**config.mk**
```make
export PLATFORM = sky130hd
export DESIGN_NAME = neopixel_pixel_receiver_flat
export DESIGN_NICKNAME = d
export VERILOG_FILES = /design/src/rtl/neopixel_rx_pkg.sv /design/src/rtl/neopixel_pixel_receiver_if.sv /design/src/rtl/neo_sync_edge.sv /design/src/rtl/neopixel_pixel_receiver.sv /design/src/flat_wrapper.sv
export SDC_FILE = /design/constraint.sdc
export NUM_CORES = 1
export LEC_CHECK = 0
export ABC_AREA = 0
export CORE_UTILIZATION = 40
export DETAILED_ROUTE_END_ITERATION = 8
export HOLD_SLACK_MARGIN = 0.02
export MAX_ROUTING_LAYER = met4
export PLACE_DENSITY = 0.56
export SLEW_MARGIN = 20
export SYNTH_ARGS = -nofsm -noshare
export SYNTH_HDL_FRONTEND = slang
export SYNTH_HIERARCHICAL = 1
export SYNTH_SLANG_ARGS = --single-unit
```
**constraint.sdc**
```tcl
create_clock -name clock -period 2.7 [get_ports clock]
set_input_delay 0.405 -clock clock [delete_from_list [all_inputs] [get_ports clock]]
set_output_delay 0.405 -clock clock [all_outputs]
set_load 0.05 [all_outputs]
```
**src/rtl/neopixel_rx_pkg.sv**
```systemverilog
`timescale 1ns/1ps
// Shared types and default timing for the NeoPixel pixel-side receiver.
// Holds the receiver state encoding, the default pulse-width thresholds
// (in 50 MHz clock cycles) and the colour record latched per pixel.
package neopixel_rx_pkg;

    typedef enum logic [1:0] {
        ST_IDLE  = 2'd0,
        ST_HIGH  = 2'd1,
        ST_LOW   = 2'd2,
        ST_ERROR = 2'd3
    } rx_state_e;

    localparam int unsigned DEF_HIGH_MIN     = 8;
    localparam int unsigned DEF_BIT_THRESH   = 27;
    localparam int unsigned DEF_HIGH_MAX     = 60;
    localparam int unsigned DEF_LATCH_CYCLES = 2500;

    localparam int unsigned PIXEL_BITS = 24;
    localparam int unsigned HIGH_CNT_W = 7;
    localparam int unsigned LOW_CNT_W  = 12;
    localparam int unsigned BIT_CNT_W  = 5;

    // Packed so that a 24-bit word {G,R,B} casts straight onto it.
    typedef struct packed {
        logic [7:0] green;
        logic [7:0] red;
        logic [7:0] blue;
    } pixel_t;

endpackage

```
**src/rtl/neopixel_pixel_receiver_if.sv**
```systemverilog
`timescale 1ns/1ps
// Pixel result bundle of the NeoPixel receiver.
//   pixel_green/red/blue : last latched colour levels
//   pixel_valid          : one-cycle pulse when new colours are latched
//   frame_error          : one-cycle pulse on protocol error or short frame
//   busy                 : receiver is not idle
// master = the receiver (drives), slave = the consumer (observes).
interface neopixel_pixel_receiver_if;
    logic [7:0] pixel_green;
    logic [7:0] pixel_red;
    logic [7:0] pixel_blue;
    logic       pixel_valid;
    logic       frame_error;
    logic       busy;

    modport master (
        output pixel_green, pixel_red, pixel_blue, pixel_valid, frame_error, busy
    );
    modport slave (
        input  pixel_green, pixel_red, pixel_blue, pixel_valid, frame_error, busy
    );
endinterface

```
**src/rtl/neo_sync_edge.sv**
```systemverilog
`timescale 1ns/1ps
// Two-flop synchronizer for the asynchronous NeoPixel line plus edge detect.
//   clock, reset : system clock, synchronous active-high reset
//   async_in     : raw serial line
//   sync_out     : synchronized line level
//   rise / fall  : single-cycle strobes on the synchronized level changing
module neo_sync_edge (
    input  logic clock,
    input  logic reset,
    input  logic async_in,
    output logic sync_out,
    output logic rise,
    output logic fall
);

    logic sync1_q, sync1_d;
    logic sync2_q, sync2_d;
    logic prev_q,  prev_d;

    // Next-state of the synchronizer chain and the one-cycle-old copy.
    always_comb begin
        sync1_d = async_in;
        sync2_d = sync1_q;
        prev_d  = sync2_q;
    end

    // Synchronizer and history registers.
    always_ff @(posedge clock) begin
        if (reset) begin
            sync1_q <= 1'b0;
            sync2_q <= 1'b0;
            prev_q  <= 1'b0;
        end else begin
            sync1_q <= sync1_d;
            sync2_q <= sync2_d;
            prev_q  <= prev_d;
        end
    end

    assign sync_out = sync2_q;
    assign rise     = sync2_q & ~prev_q;
    assign fall     = ~sync2_q & prev_q;

endmodule

```
**src/rtl/neopixel_pixel_receiver.sv**
```systemverilog
`timescale 1ns/1ps
// NeoPixel pixel-side receiver: decodes high-pulse widths into bits, keeps
// the first 24 bits as this pixel's colour, forwards later pulses downstream.
//   clock   : 50 MHz system clock
//   reset   : synchronous active-high reset
//   neo_in  : asynchronous serial line from upstream
//   neo_out : registered pass-through for the next pixel (3-clock latency)
//   pix     : colour outputs, valid / error pulses and busy (master side)
module neopixel_pixel_receiver
    import neopixel_rx_pkg::*;
#(
    parameter int unsigned HIGH_MIN     = DEF_HIGH_MIN,
    parameter int unsigned BIT_THRESH   = DEF_BIT_THRESH,
    parameter int unsigned HIGH_MAX     = DEF_HIGH_MAX,
    parameter int unsigned LATCH_CYCLES = DEF_LATCH_CYCLES
) (
    input  logic clock,
    input  logic reset,
    input  logic neo_in,
    output logic neo_out,
    neopixel_pixel_receiver_if.master pix
);

    localparam logic [HIGH_CNT_W-1:0] HIGH_MIN_C   = HIGH_CNT_W'(HIGH_MIN);
    localparam logic [HIGH_CNT_W-1:0] BIT_THRESH_C = HIGH_CNT_W'(BIT_THRESH);
    localparam logic [HIGH_CNT_W-1:0] HIGH_MAX_C   = HIGH_CNT_W'(HIGH_MAX);
    localparam logic [HIGH_CNT_W-1:0] HIGH_SAT_C   = {HIGH_CNT_W{1'b1}};
    localparam logic [LOW_CNT_W-1:0]  LATCH_C      = LOW_CNT_W'(LATCH_CYCLES);
    localparam logic [LOW_CNT_W-1:0]  LOW_SAT_C    = {LOW_CNT_W{1'b1}};
    localparam logic [BIT_CNT_W-1:0]  PIXEL_BITS_C = BIT_CNT_W'(PIXEL_BITS);

    logic neo_s, rise_s, fall_s, bit_val_s;

    rx_state_e               state_q,       state_d;
    logic [HIGH_CNT_W-1:0]   high_cnt_q,    high_cnt_d;
    logic [LOW_CNT_W-1:0]    low_cnt_q,     low_cnt_d;
    logic [BIT_CNT_W-1:0]    bit_cnt_q,     bit_cnt_d;
    logic [PIXEL_BITS-1:0]   word_q,        word_d;
    pixel_t                  pix_q,         pix_d;
    logic                    pixel_valid_q, pixel_valid_d;
    logic                    frame_error_q, frame_error_d;
    logic                    busy_q,        busy_d;
    logic                    neo_out_q,     neo_out_d;

    neo_sync_edge u_sync (
        .clock    (clock),
        .reset    (reset),
        .async_in (neo_in),
        .sync_out (neo_s),
        .rise     (rise_s),
        .fall     (fall_s)
    );

    // Pulse-width decoder FSM, counters, shift register and output staging.
    always_comb begin
        state_d       = state_q;
        high_cnt_d    = high_cnt_q;
        low_cnt_d     = low_cnt_q;
        bit_cnt_d     = bit_cnt_q;
        word_d        = word_q;
        pix_d         = pix_q;
        pixel_valid_d = 1'b0;
        frame_error_d = 1'b0;
        bit_val_s     = 1'b0;

        case (state_q)
            ST_IDLE: begin
                if (rise_s) begin
                    state_d    = ST_HIGH;
                    high_cnt_d = {{(HIGH_CNT_W-1){1'b0}}, 1'b1};
                end else begin
                    state_d    = ST_IDLE;
                end
            end

            ST_HIGH: begin
                // The max-width check wins over a coincident fall, so a pulse
                // of exactly HIGH_MAX cycles is rejected.
                if (high_cnt_q == HIGH_MAX_C) begin
                    state_d       = ST_ERROR;
                    frame_error_d = 1'b1;
                    bit_cnt_d     = {BIT_CNT_W{1'b0}};
                    word_d        = {PIXEL_BITS{1'b0}};
                    low_cnt_d     = {LOW_CNT_W{1'b0}};
                end else if (fall_s) begin
                    if (high_cnt_q < HIGH_MIN_C) begin
                        state_d       = ST_ERROR;
                        frame_error_d = 1'b1;
                        bit_cnt_d     = {BIT_CNT_W{1'b0}};
                        word_d        = {PIXEL_BITS{1'b0}};
                        low_cnt_d     = {LOW_CNT_W{1'b0}};
                    end else begin
                        bit_val_s = (high_cnt_q >= BIT_THRESH_C);
                        // First wire bit ends up in word[0] after 24 shifts.
                        if (bit_cnt_q < PIXEL_BITS_C) begin
                            word_d    = {bit_val_s, word_q[PIXEL_BITS-1:1]};
                            bit_cnt_d = bit_cnt_q + {{(BIT_CNT_W-1){1'b0}}, 1'b1};
                        end else begin
                            word_d    = word_q;
                        end
                        state_d   = ST_LOW;
                        low_cnt_d = {{(LOW_CNT_W-1){1'b0}}, 1'b1};
                    end
                end else begin
                    high_cnt_d = (high_cnt_q == HIGH_SAT_C) ? high_cnt_q
                               : high_cnt_q + {{(HIGH_CNT_W-1){1'b0}}, 1'b1};
                end
            end

            ST_LOW: begin
                // Frame end takes priority over a rise in the same cycle.
                if (low_cnt_q == LATCH_C) begin
                    if (bit_cnt_q == PIXEL_BITS_C) begin
                        pix_d         = pixel_t'(word_q);
                        pixel_valid_d = 1'b1;
                    end else if (bit_cnt_q != {BIT_CNT_W{1'b0}}) begin
                        frame_error_d = 1'b1;
                    end else begin
                        frame_error_d = 1'b0;
                    end
                    bit_cnt_d = {BIT_CNT_W{1'b0}};
                    state_d   = ST_IDLE;
                end else if (rise_s) begin
                    state_d    = ST_HIGH;
                    high_cnt_d = {{(HIGH_CNT_W-1){1'b0}}, 1'b1};
                end else begin
                    low_cnt_d = (low_cnt_q == LOW_SAT_C) ? low_cnt_q
                              : low_cnt_q + {{(LOW_CNT_W-1){1'b0}}, 1'b1};
                end
            end

            ST_ERROR: begin
                // Wait for a full latch-length quiet line before resyncing.
                if (low_cnt_q == LATCH_C) begin
                    state_d = ST_IDLE;
                end else if (neo_s) begin
                    low_cnt_d = {LOW_CNT_W{1'b0}};
                end else begin
                    low_cnt_d = (low_cnt_q == LOW_SAT_C) ? low_cnt_q
                              : low_cnt_q + {{(LOW_CNT_W-1){1'b0}}, 1'b1};
                end
            end

            default: begin
                state_d = ST_IDLE;
            end
        endcase

        busy_d    = (state_d != ST_IDLE);
        // Forwarding only opens after the 24th bit has been consumed, so that
        // bit's own pulse never leaks downstream.
        neo_out_d = neo_s & (bit_cnt_q == PIXEL_BITS_C) & (state_q != ST_ERROR);
    end

    // State and output registers.
    always_ff @(posedge clock) begin
        if (reset) begin
            state_q       <= ST_IDLE;
            high_cnt_q    <= {HIGH_CNT_W{1'b0}};
            low_cnt_q     <= {LOW_CNT_W{1'b0}};
            bit_cnt_q     <= {BIT_CNT_W{1'b0}};
            word_q        <= {PIXEL_BITS{1'b0}};
            pix_q         <= '0;
            pixel_valid_q <= 1'b0;
            frame_error_q <= 1'b0;
            busy_q        <= 1'b0;
            neo_out_q     <= 1'b0;
        end else begin
            state_q       <= state_d;
            high_cnt_q    <= high_cnt_d;
            low_cnt_q     <= low_cnt_d;
            bit_cnt_q     <= bit_cnt_d;
            word_q        <= word_d;
            pix_q         <= pix_d;
            pixel_valid_q <= pixel_valid_d;
            frame_error_q <= frame_error_d;
            busy_q        <= busy_d;
            neo_out_q     <= neo_out_d;
        end
    end

    assign neo_out         = neo_out_q;
    assign pix.pixel_green = pix_q.green;
    assign pix.pixel_red   = pix_q.red;
    assign pix.pixel_blue  = pix_q.blue;
    assign pix.pixel_valid = pixel_valid_q;
    assign pix.frame_error = frame_error_q;
    assign pix.busy        = busy_q;

endmodule

```
**src/flat_wrapper.sv**
```systemverilog
// flat-port wrapper written by rule: the top's interface ports become plain ports
module neopixel_pixel_receiver_flat import neopixel_rx_pkg::*;
#(
    parameter int unsigned HIGH_MIN     = DEF_HIGH_MIN,
    parameter int unsigned BIT_THRESH   = DEF_BIT_THRESH,
    parameter int unsigned HIGH_MAX     = DEF_HIGH_MAX,
    parameter int unsigned LATCH_CYCLES = DEF_LATCH_CYCLES
)
  (clock, reset, neo_in, neo_out, pix_pixel_green, pix_pixel_red, pix_pixel_blue, pix_pixel_valid, pix_frame_error, pix_busy);
  neopixel_pixel_receiver_if pix_i ();
  input  logic clock;
  input  logic reset;
  input  logic neo_in;
  output logic neo_out;
  output wire logic [$bits(pix_i.pixel_green)-1:0] pix_pixel_green;
  output wire logic [$bits(pix_i.pixel_red)-1:0] pix_pixel_red;
  output wire logic [$bits(pix_i.pixel_blue)-1:0] pix_pixel_blue;
  output wire logic [$bits(pix_i.pixel_valid)-1:0] pix_pixel_valid;
  output wire logic [$bits(pix_i.frame_error)-1:0] pix_frame_error;
  output wire logic [$bits(pix_i.busy)-1:0] pix_busy;
  assign pix_pixel_green = pix_i.pixel_green;
  assign pix_pixel_red = pix_i.pixel_red;
  assign pix_pixel_blue = pix_i.pixel_blue;
  assign pix_pixel_valid = pix_i.pixel_valid;
  assign pix_frame_error = pix_i.frame_error;
  assign pix_busy = pix_i.busy;
  neopixel_pixel_receiver #(.HIGH_MIN(HIGH_MIN), .BIT_THRESH(BIT_THRESH), .HIGH_MAX(HIGH_MAX), .LATCH_CYCLES(LATCH_CYCLES)) u_core (.clock(clock), .reset(reset), .neo_in(neo_in), .neo_out(neo_out), .pix(pix_i));
endmodule
```
==> metrics.md, run 1 <==
| Metric | Value |
|---|---|
| Outcome | `finished, final reports clean` |
| Post-CTS clock slew at the launch and capture registers of the worst setup and hold paths | `90 ps` |
| Syn Inst Count | `462` |
| Area overhead of the layout relative to synthesis | `16.3%` |
| Primary flip-flop cell chosen by synthesis mapping | `dfxtp_1` |
| Routed len/inst | `14.0 µm` |
| Worst slew pin tran | `781 ps` |
| Number of buffers added by the clock tree synthesis step | `9` |
| Y dimension of the die | `99.3 µm` |
| Arithmetic-cell share of the synthesized area counting full adders, half adders and majority gates | `0.0364` |
| Number of vias per cell after detailed routing | `approximately 5.4` |
| CTS sink count | `81` |
| Combinational family with the most area after synthesis | `simple AND/OR/NAND/NOR gates` |
| Slowest cell on the critical path | `dfxtp_1` |
| Total via count in the routed design | `3232` |
| Antenna viol nets, final | `0` |
| Mux contribution to synthesized area | `0.00264` |
| Net count after synthesis | `about 480` |
| Number of nets at the end of the flow | `494` |
| CTS tree | `done` |
| Count of inserted antenna diode cells | `0` |
| Overflow left after global routing | `0` |
| DR DRC count | `0` |
| Antenna violations before repair | `0` |
| Number of warnings printed during yosys synthesis | `6` |
| Netlist cell types | `57` |
| Pwr per Cell Area | `547 mW/mm²` |
| Crit Reg-Reg Startpoint | `u_core/state_q[0]` |
| # IOs | `31` |
| Part of the Yosys area used for sequential elements | `0.428` |
| Source-to-sink clock delay at the later pin of the worst-skew pair | `350 ps` |
| RD Place Congestion | `0.878` |
| Sequential cell area | `0.00162 mm²` |
| Buffer cell driving the clock tree root | `clkbuf_8` |
| Number of synthesized flops with an enable pin | `0` |
| Drt first pass iters | `4` |
| Placement Setup Slack | `approximately 460 ps` |
| Wire length after detailed routing | `around 8.3 mm` |
| Post-synthesis compound-gate area fraction | `0.204` |
| CTS HTree Levels | `3` |
| HPWL after detailed placement | `about 5.5 mm` |
| Count of placed standard cells including taps | `580` |
| Post-CTS Resized | `0` |
| Launching element type of the critical path | `flop` |
| Final cycle utilization of the critical path | `0.849` |
| Die width | `a little under 100 µm` |
| Setup violators final | `0` |
| GRT Total Usage | `0.182` |
| Port bufs | `30` |
| Critical path, cell by cell | `inv_1 -> ha_1 -> or3b_1 -> o22ai_1 -> and4_1 -> nand2_1 -> o41ai_1` |
| Max capacitance violation total | `0` |
| Post-Synth XOR/XNOR Area | `0.00463` |
| Peak Freq | `between 400 and 500 MHz` |
| Post-layout total power | `2410 µW` |
| Top library cells by usage in the layout, fill and taps aside | `dfxtp_1, a21oi_1, nand2_1` |
| Area fraction in and, or, nand and nor cells after synthesis | `0.270` |
| Leak | `0.00141 µW` |
| Critical path launch point | `u_core/state_q[0]` |
| Number of register bits inferred by synthesis | `81` |
| Clock Skew | `18.3 ps` |
| Top cells by area, synth | `dfxtp_1, a21oi_1, nand2_1` |
| Setup crit end kind | `flop` |
| Layout cells sized above 1 | `0.0722` |
| Fillers | `between 900 and 1k` |
| Max VDD drop | `0.000289 V` |
| Required time at the endpoint of the critical path | `2940 ps` |
| Placeable core region | `0.00920 mm²` |
| Post-route minimum period | `2290 ps` |
| Maximum number of pins on one net before global-route repair | `76` |
| Count of non-filler cells in the finished layout | `between 500 and 600` |
| FFs w/ async S/R, synth | `0` |
| Arrival time of data at the critical path endpoint | `2540 ps` |
| Number of standard-cell rows in the floorplan | `35` |
| Slack of the critical path | `a little over 400 ps` |
| Maximum clock insertion buffer count | `2` |
| Pins over their slew limit | `0` |
| Total area of multi-input combinational cells | `0.00196 mm²` |
| Global-route wire length before repair | `14.1 mm` |
| Initial standard-cell utilization of the core | `0.412` |
| Cts hold-fix bufs | `0` |
| Total non-filler cell area in the finished layout | `0.00440 mm²` |
| Setup CP Type | `flop to flop` |
| Syn Std Cell Area | `0.00378 mm²` |
| Commonest non-fill, non-tap cell in the layout | `dfxtp_1` |
| Bufs and invs on worst path | `1` |
| Maximum fanout along the worst path | `8` |
| Launch point of the worst hold path | `u_core/u_sync/sync1_q` |
| Worst min path class | `flop to flop` |
| Die outline area | `0.00986 mm²` |
| Buffers inserted during post-CTS setup optimization | `0` |
| Relative max-transition margin | `0.479` |
| Total Negative Setup Slacks | `0 ps` |
| Area share of the largest cell type after synthesis | `0.428` |
| RSZ-0062 raised after global routing | `false` |
| Delay of the slowest cell on the worst path | `430 ps` |
| DR iter-0 viols | `143` |
| Top Family by Delay on Critical Path | `simple AND/OR/NAND/NOR gates` |
| Total placed instance area | `0.00415 mm²` |
| Average instance area after synthesis | `8.19 µm²` |
| Number of global-route vias before repair | `2876` |
| Final hold viol count | `0` |
| Post-synth top area cell | `dfxtp_1` |
-- cells in the mapped netlist, drive strengths merged (2+ instances only) --
| master | n |
|---|---|
| a211oi | 8 |
| ha | 11 |
| a21boi | 3 |
| a211o | 3 |
| a41oi | 2 |
| o21ai | 12 |
| or4 | 3 |
| nand2 | 67 |
| nand4 | 8 |
| nor3 | 3 |
| and3 | 3 |
| a311o | 2 |
| nor2 | 11 |
| nor4 | 3 |
| and2 | 3 |
| a21oi | 70 |
| or3 | 4 |
| and4 | 5 |
| nand2b | 27 |
| xnor2 | 2 |
| clkbuf | 23 |
| o21bai | 2 |
| nand3 | 32 |
| o32ai | 4 |
| o41ai | 3 |
| o31ai | 2 |
| dfxtp | 81 |
| buf | 7 |
| inv | 20 |
| a21o | 2 |
| nor2b | 13 |
| or2 | 3 |
| nand4b | 2 |
-- flip-flops by register name, summed over array words and instances (netlist names), 2 cells and up --
name                    cells
u_core/low_cnt_q           12
u_core/high_cnt_q           7
u_core/bit_cnt_q            5
u_core/state_q              2
u_core/pix.pixel_red        8
u_core/pix.pixel_blue       8
u_core/pix.pixel_green      8
u_core/word_q              24
-- final cells by class --
cell class                 count  share of cell area
tap                          111              0.0316
multi-input combinational    331               0.446
timing repair buffer          37              0.0790
clock inverter                 7              0.0296
clock buffer                   9              0.0281
sequential                    81               0.368
inverter                      20              0.0171
-- kinds of logic (layout without fill, tap and decap cells) --
kind of cell | Yosys count | after routing
fa+ha+maj | 11 | 11
mux | 1 | 1
xor+xnor | 2 | 2
compound gates | 125 | 125
flops | 81 | 81
buf+inv | 50 | 73
simple gates | 192 | 192
-- final timing paths --
check | endpoint | slack [ps] | cells after the start
max | u_core/low_cnt_q[4] | 410 | 7
min | u_core/u_sync/sync_out | 450 | 1
min reg2reg | u_core/u_sync/sync_out | 450 | 1
max reg2reg | u_core/low_cnt_q[4] | 410 | 7
-- metal layers --
layer  track usage  vias to the layer above  wire, µm
met5             -                        -         0
met4        0.0667                        0        63
met3        0.0302                        6       282
met2         0.267                       55      3720
met1         0.253                     1510      4280
li1              -                     1661         -
-- report_power, final --
| group | internal (µW) | switching (µW) |
|---|---|---|
| clock network | 634 | 493 |
| registers | 1200 | 3.95 |
| logic | 23.7 | 53.2 |
-- through the flow --
stage,utilization,hold WS [ps]
after floorplan,-,414
after global placement,0.451,420
after CTS,0.479,453
after global routing,0.479,470
final,0.479,448
after detailed placement,0.451,428
Power figures use the tool's default switching activity.
==> run 2: changes to the inputs <==
--- a/config.mk
+++ b/config.mk
@@ -10,7 +10,7 @@
 export DETAILED_ROUTE_END_ITERATION = 8
 export HOLD_SLACK_MARGIN = 0.02
 export MAX_ROUTING_LAYER = met4
-export PLACE_DENSITY = 0.56
+export PLACE_DENSITY = 0.58
 export SLEW_MARGIN = 20
 export SYNTH_ARGS = -nofsm -noshare
 export SYNTH_HDL_FRONTEND = slang
==> constraint.sdc (replaced) <==
create_clock -name clock -period 2.11 [get_ports clock]
set_input_delay 0.3165 -clock clock [delete_from_list [all_inputs] [get_ports clock]]
set_output_delay 0.3165 -clock clock [all_outputs]
set_load 0.05 [all_outputs]
==> run 2 against run 1 <==
Final area is 3.0% higher. Sequential share of layout area down 1.0 points. Flip-flop and latch count unchanged. Clock power grew 4%. Worst setup slack got worse by 320 ps. Die area unchanged. Cell count up 2.2%. First-iteration DRC count increased by 9.8%.
==> metrics.md, run 2 (synthesized netlist as in run 1, its figures left out) <==
| Metric | Value |
|---|---|
| Outcome | `finished, final reports clean` |
| Overflow left after global routing | `0` |
| Wire length after detailed routing | `8.06 mm` |
| HPWL after detailed placement | `5.40 mm` |
| Total non-filler cell area in the finished layout | `0.00453 mm²` |
| Arrival time of data at the critical path endpoint | `approximately 2300 ps` |
| Maximum clock insertion buffer count | `2` |
| Maximum number of pins on one net before global-route repair | `51` |
| Slowest cell on the critical path | `or4_1` |
| Required time at the endpoint of the critical path | `2410 ps` |
| Antenna viol nets, final | `0` |
| Worst slew pin tran | `763 ps` |
| Slack of the critical path | `84.3 ps` |
| Placeable core region | `0.00920 mm²` |
| Pwr per Cell Area | `625 mW/mm²` |
| Global routing usage on met3 | `0.0429` |
| Die width | `99.3 µm` |
| Top Family by Delay on Critical Path | `simple AND/OR/NAND/NOR gates` |
| Hold Worst Slack | `327 ps` |
| Post-layout util | `0.493` |
| Global-route wire length before repair | `14.1 mm` |
| # IOs | `31` |
| Psw | `689 µW` |
| Buffers inserted during post-CTS setup optimization | `0` |
| Switching part of the total | `0.243` |
| Routing layer with the top usage in global route | `met2` |
| Count of inserted antenna diode cells | `0` |
| Clock Skew | `14.2 ps` |
| Combinational cell fraction of total power | `0.042` |
| Number of vias per cell after detailed routing | `between 5 and 6` |
| Leak | `0.00147 µW` |
| Worst min path class | `primary input to flop` |
| Setup crit end kind | `flop` |
| Y dimension of the die | `between 90 and 100 µm` |
| Number of standard-cell rows in the floorplan | `35` |
| Top flop regs | `u_core/word_q: 24 flops, u_core/low_cnt_q: 12 flops` |
| Total via count in the routed design | `3258` |
| Critical path depth in cells | `7` |
| GRT Total Usage | `0.184` |
| Total placed instance area | `0.00428 mm²` |
| Initial standard-cell utilization of the core | `0.412` |
| Launching element type of the critical path | `flop` |
| RSZ-0062 raised after global routing | `true` |
| Met1 GRT Util | `0.245` |
| Layout cells sized above 1 | `0.116` |
| Die outline area | `between 0.009 and 0.01 mm²` |
| RD Place Congestion | `0.859` |
| Met2 capacity usage during global routing | `0.273` |
| Placement Setup Slack | `roughly 23 ps` |
| WHS Path Cells | `4` |
| Pins over their slew limit | `0` |
| Max reg flops | `24` |
| DR DRC count | `0` |
| Buffer cell driving the clock tree root | `clkbuf_8` |
| Internal power | `about 2100 µW` |
| Setup CP Type | `flop to flop` |
| Relative max-transition margin | `0.486` |
| Area overhead of the layout relative to synthesis | `19.8%` |
| Max VDD drop | `0.000305 V` |
| Antenna violations before repair | `0` |
| Most flops, register | `u_core/word_q` |
| Drt first pass iters | `4` |
| Cells on worst reg2reg path | `7` |
| Cts hold-fix bufs | `0` |
| Number of buffers added by the clock tree synthesis step | `9` |
| Final hold viol count | `0` |
| Source-to-sink clock delay at the later pin of the worst-skew pair | `360 ps` |
| Commonest non-fill, non-tap cell in the layout | `dfxtp_1` |
| Critical path, cell by cell | `inv_1 -> ha_1 -> nor3b_4 -> and4_2 -> a211o_4 -> or4_1 -> nand2_1` |
| Delay of the slowest cell on the worst path | `460 ps` |
| Final cycle utilization of the critical path | `0.960` |
| CTS tree | `done` |
| DR iter-0 viols | `between 150 and 200` |
| Setup violators final | `0` |
| Top library cells by usage in the layout, fill and taps aside | `dfxtp_1, a21oi_1, nand2_1` |
| Post-route minimum period | `2030 ps` |
| Post-layout total power | `2830 µW` |
| Post-CTS clock slew at the launch and capture registers of the worst setup and hold paths | `90 ps` |
| Peak Freq | `494 MHz` |
| Clock share of power | `0.416` |
| Max capacitance violation total | `0` |
| Port bufs | `30` |
| CTS HTree Levels | `3` |
| Fraction of power consumed by sequential logic | `0.542` |
| Routed len/inst | `13.2 µm` |
| Number of nets at the end of the flow | `507` |
| Maximum fanout along the worst path | `7` |
| Bufs and invs on worst path | `1` |
| Number of global-route vias before repair | `3010` |
| CTS sink count | `81` |
-- run 2: worst paths after layout --
kind | startpoint | end | slack, ps
max | u_core/low_cnt_q[0] | u_core/high_cnt_q[5] | 80
min | reset | u_core/high_cnt_q[2] | 330
max reg2reg | u_core/low_cnt_q[0] | u_core/high_cnt_q[5] | 80
min reg2reg | u_core/u_sync/sync1_q | u_core/u_sync/sync_out | 440
-- run 2: cell type report --
cell class	count	area, µm²
Tap cell	111	139
Sequential cell	81	1620
Inverter	20	75.1
Clock buffer	9	124
Fill cell	907	4660
Multi-Input combinational cell	331	2010
Clock inverter	7	82.6
Timing Repair Buffer	50	483
-- run 2: what timing repair did --
| action | 4_1_cts | 5_1_grt |
|---|---|---|
| pin swaps | 0 | 2 |
| setup endpoints to repair | 1 | 13 |
| resized for setup | 1 | 10 |
-- run 2: tightest hold or removal path: stages --
cell     delay, ps
buf_2           90
inv_1           70
o31ai_2        100
nor2_1          60
-- run 2: metal layers --
metal | up-vias | share of wire
met5 | - | 0
met4 | 0 | 0.012
met3 | 8 | 0.029
met2 | 43 | 0.44
met1 | 1516 | 0.52
li1 | 1691 | -
-- run 2: power groups by stage --
stage | combinational (µW) | clock (µW) | sequential, µW
3_5_place_dp | 111 | 0 | 1570
4_1_cts | 111 | 1220 | 1540
3_3_place_gp | 110 | 0 | 1570
5_1_grt | 129 | 1290 | 1540
2_1_floorplan | 68.0 | 0 | 1580
6_report | 118 | 1180 | 1540
-- run 2: stage by stage --
step                      setup TNS, ps  cells
after floorplan                       0    462
after global placement                0    593
after detailed placement              0    593
after CTS                             0    609
after global routing              -19.0    609
final                                 0    609
==> run 3: changes to the inputs <==
--- a/config.mk
+++ b/config.mk
@@ -6,11 +6,13 @@
 export NUM_CORES = 1
 export LEC_CHECK = 0
 export ABC_AREA = 0
-export CORE_UTILIZATION = 40
+export CELL_PAD_IN_SITES_DETAIL_PLACEMENT = 1
+export CELL_PAD_IN_SITES_GLOBAL_PLACEMENT = 1
+export CORE_UTILIZATION = 39
 export DETAILED_ROUTE_END_ITERATION = 8
 export HOLD_SLACK_MARGIN = 0.02
 export MAX_ROUTING_LAYER = met4
-export PLACE_DENSITY = 0.58
+export PLACE_DENSITY = 0.72
 export SLEW_MARGIN = 20
 export SYNTH_ARGS = -nofsm -noshare
 export SYNTH_HDL_FRONTEND = slang
==> constraint.sdc (replaced) <==
create_clock -name clock -period 2.11 [get_ports clock]
set_input_delay 0.3165 -clock clock [delete_from_list [all_inputs] [get_ports clock]]
set_output_delay 0.3165 -clock clock [all_outputs]
set_load 0.01 [all_outputs]
==> run 3 against run 2 <==
Combinational power grew 8%. Critical path type unchanged. Final area grew 1.9%. Register-to-register slack lost 30 ps. Largest cell class unchanged.
==> metrics.md, run 3 (synthesized netlist as in run 1, its figures left out) <==
| Metric | Value |
|---|---|
| Top Family by Delay on Critical Path | `simple AND/OR/NAND/NOR gates` |
| Drt first pass iters | `4` |
| Met2 capacity usage during global routing | `0.335` |
| Critical path, cell by cell | `inv_2 -> ha_2 -> nor3b_4 -> nand4_1 -> a32o_2 -> buf_4 -> or3_1 -> a21oi_2` |
| Wire length after detailed routing | `9.79 mm` |
| Global-route wire length before repair | `16.4 mm` |
| Slack of the critical path | `52.6 ps` |
| Count of inserted antenna diode cells | `0` |
| Top library cells by usage in the layout, fill and taps aside | `dfxtp_1, a21oi_1, nand2_1` |
| Number of standard-cell rows in the floorplan | `35` |
| Cts hold-fix bufs | `0` |
| Max capacitance violation total | `0` |
| Launching element type of the critical path | `flop` |
| Delay of the slowest cell on the worst path | `360 ps` |
| Die width | `101 µm` |
| Total via count in the routed design | `3404` |
| Met1 GRT Util | `0.270` |
| Routed len/inst | `15.5 µm` |
| Die outline area | `between 0.01 and 0.015 mm²` |
| Commonest non-fill, non-tap cell in the layout | `dfxtp_1` |
| Arrival time of data at the critical path endpoint | `2340 ps` |
| Max VDD drop | `roughly 0.00025 V` |
| Area overhead of the layout relative to synthesis | `22.0%` |
| Top flop regs | `u_core/word_q: 24 flops, u_core/low_cnt_q: 12 flops` |
| DR iter-0 viols | `roughly 120` |
| Number of nets at the end of the flow | `513` |
| HPWL after detailed placement | `6.59 mm` |
| Layout cells sized above 1 | `0.137` |
| Final hold viol count | `0` |
| Clock Skew | `13.0 ps` |
| Initial standard-cell utilization of the core | `0.406` |
| Setup crit end kind | `flop` |
| # IOs | `31` |
| CTS tree | `done` |
| Pwr per Cell Area | `622 mW/mm²` |
| Leak | `0.00151 µW` |
| Bufs and invs on worst path | `2` |
| Most flops, register | `u_core/word_q` |
| Overflow left after global routing | `0` |
| Max reg flops | `24` |
| Routing layer with the top usage in global route | `met2` |
| Number of vias per cell after detailed routing | `roughly 5.4` |
| CTS sink count | `81` |
| Final cycle utilization of the critical path | `0.975` |
| CTS HTree Levels | `3` |
| Antenna viol nets, final | `0` |
| Maximum clock insertion buffer count | `2` |
| Buffer cell driving the clock tree root | `clkbuf_8` |
| RD Place Congestion | `a little over 0.8` |
| Placement Setup Slack | `-103 ps` |
| Number of global-route vias before repair | `3369` |
| Reg2reg setup slack | `50 ps` |
| Maximum fanout along the worst path | `4` |
| DR DRC count | `0` |
| Pins over their slew limit | `0` |
| Port bufs | `30` |
| Outcome | `finished, final reports clean` |
| Maximum number of pins on one net before global-route repair | `76` |
| Antenna violations before repair | `0` |
| Peak Freq | `about 500 MHz` |
| Worst slew pin tran | `around 580 ps` |
| Worst min path class | `primary input to flop` |
| Source-to-sink clock delay at the later pin of the worst-skew pair | `350 ps` |
| Setup CP Type | `flop to flop` |
| GRT Total Usage | `0.211` |
| Post-CTS clock slew at the launch and capture registers of the worst setup and hold paths | `90 ps` |
| Y dimension of the die | `101 µm` |
| Post-layout util | `0.495` |
| Slowest cell on the critical path | `or3_1` |
| Number of buffers added by the clock tree synthesis step | `9` |
| Relative max-transition margin | `0.615` |
| Post-route minimum period | `approximately 2100 ps` |
| Setup violators final | `0` |
| Global routing usage on met3 | `0.0319` |
| Placeable core region | `0.00933 mm²` |
| Required time at the endpoint of the critical path | `2400 ps` |
-- run 3: cell types whose count changed in the layout (fill, tap and decap cells not counted), sizes merged --
cell / before / now
buf: 21 / 27
clkbuf: 9 / 10
clkinvlp: 2 / 0
inv: 24 / 22
clkinv: 0 / 3
-- run 3: per-layer routing --
layer | routed length (µm) | part of all wire | vias to the layer above
met3 | 164 | 0.017 | 11
li1 | - | - | 1704
met2 | 4600 | 0.47 | 34
met1 | 4910 | 0.50 | 1655
met5 | 0 | 0 | -
met4 | 114 | 0.012 | 0
-- run 3: worst min-delay path, stage by stage --
cell     delay (ps)
buf_2           120
buf_12          190
nor2b_1         130
-- run 3: worst paths after layout --
kind,from,to,cells past startpoint
worst max register to register,u_core/low_cnt_q[0],u_core/bit_cnt_q[1],8
worst max-delay path,u_core/low_cnt_q[0],u_core/bit_cnt_q[1],8
worst min-delay path,reset,u_core/u_sync/prev_q,3
worst min register to register,u_core/pix.pixel_blue[3],u_core/pix.pixel_blue[3],2
-- run 3: report_power, final --
part | switching (µW) | internal, µW | total, µW
Clock | 613 | 594 | 1210
Combinational | 77.0 | 51.0 | 128
Sequential | 3.00 | 1530 | 1540
Total | 693 | 2180 | 2870
-- run 3: layout make-up --
cell class	instances	area, µm²
fill	1095	4710
multi-input combinational	331	2010
sequential	81	1620
timing repair buffer	56	532
tap	129	161
clock buffer	10	138
inverter	20	75.1
clock inverter	6	73.8
-- run 3: timing repair --
| action | in CTS | in global routing |
|---|---|---|
| resized for setup | 3 | 18 |
| setup endpoints to repair | 5 | 16 |
| pin swaps | 1 | 4 |
| setup buffers | 2 | 3 |
-- run 3: stage by stage --
step                area [µm²]  hold WS, ps  total power [µW]  std cells  setup TNS (ps)
floorplan                 3780          388              1640        462               0
global placement          4310          418              1690        612               0
detailed placement        4310          438              1690        612            -113
CTS                       4550          456              2890        630               0
global route              4620          464              2980        633           -57.7
finish                    4620          452              2870        633               0
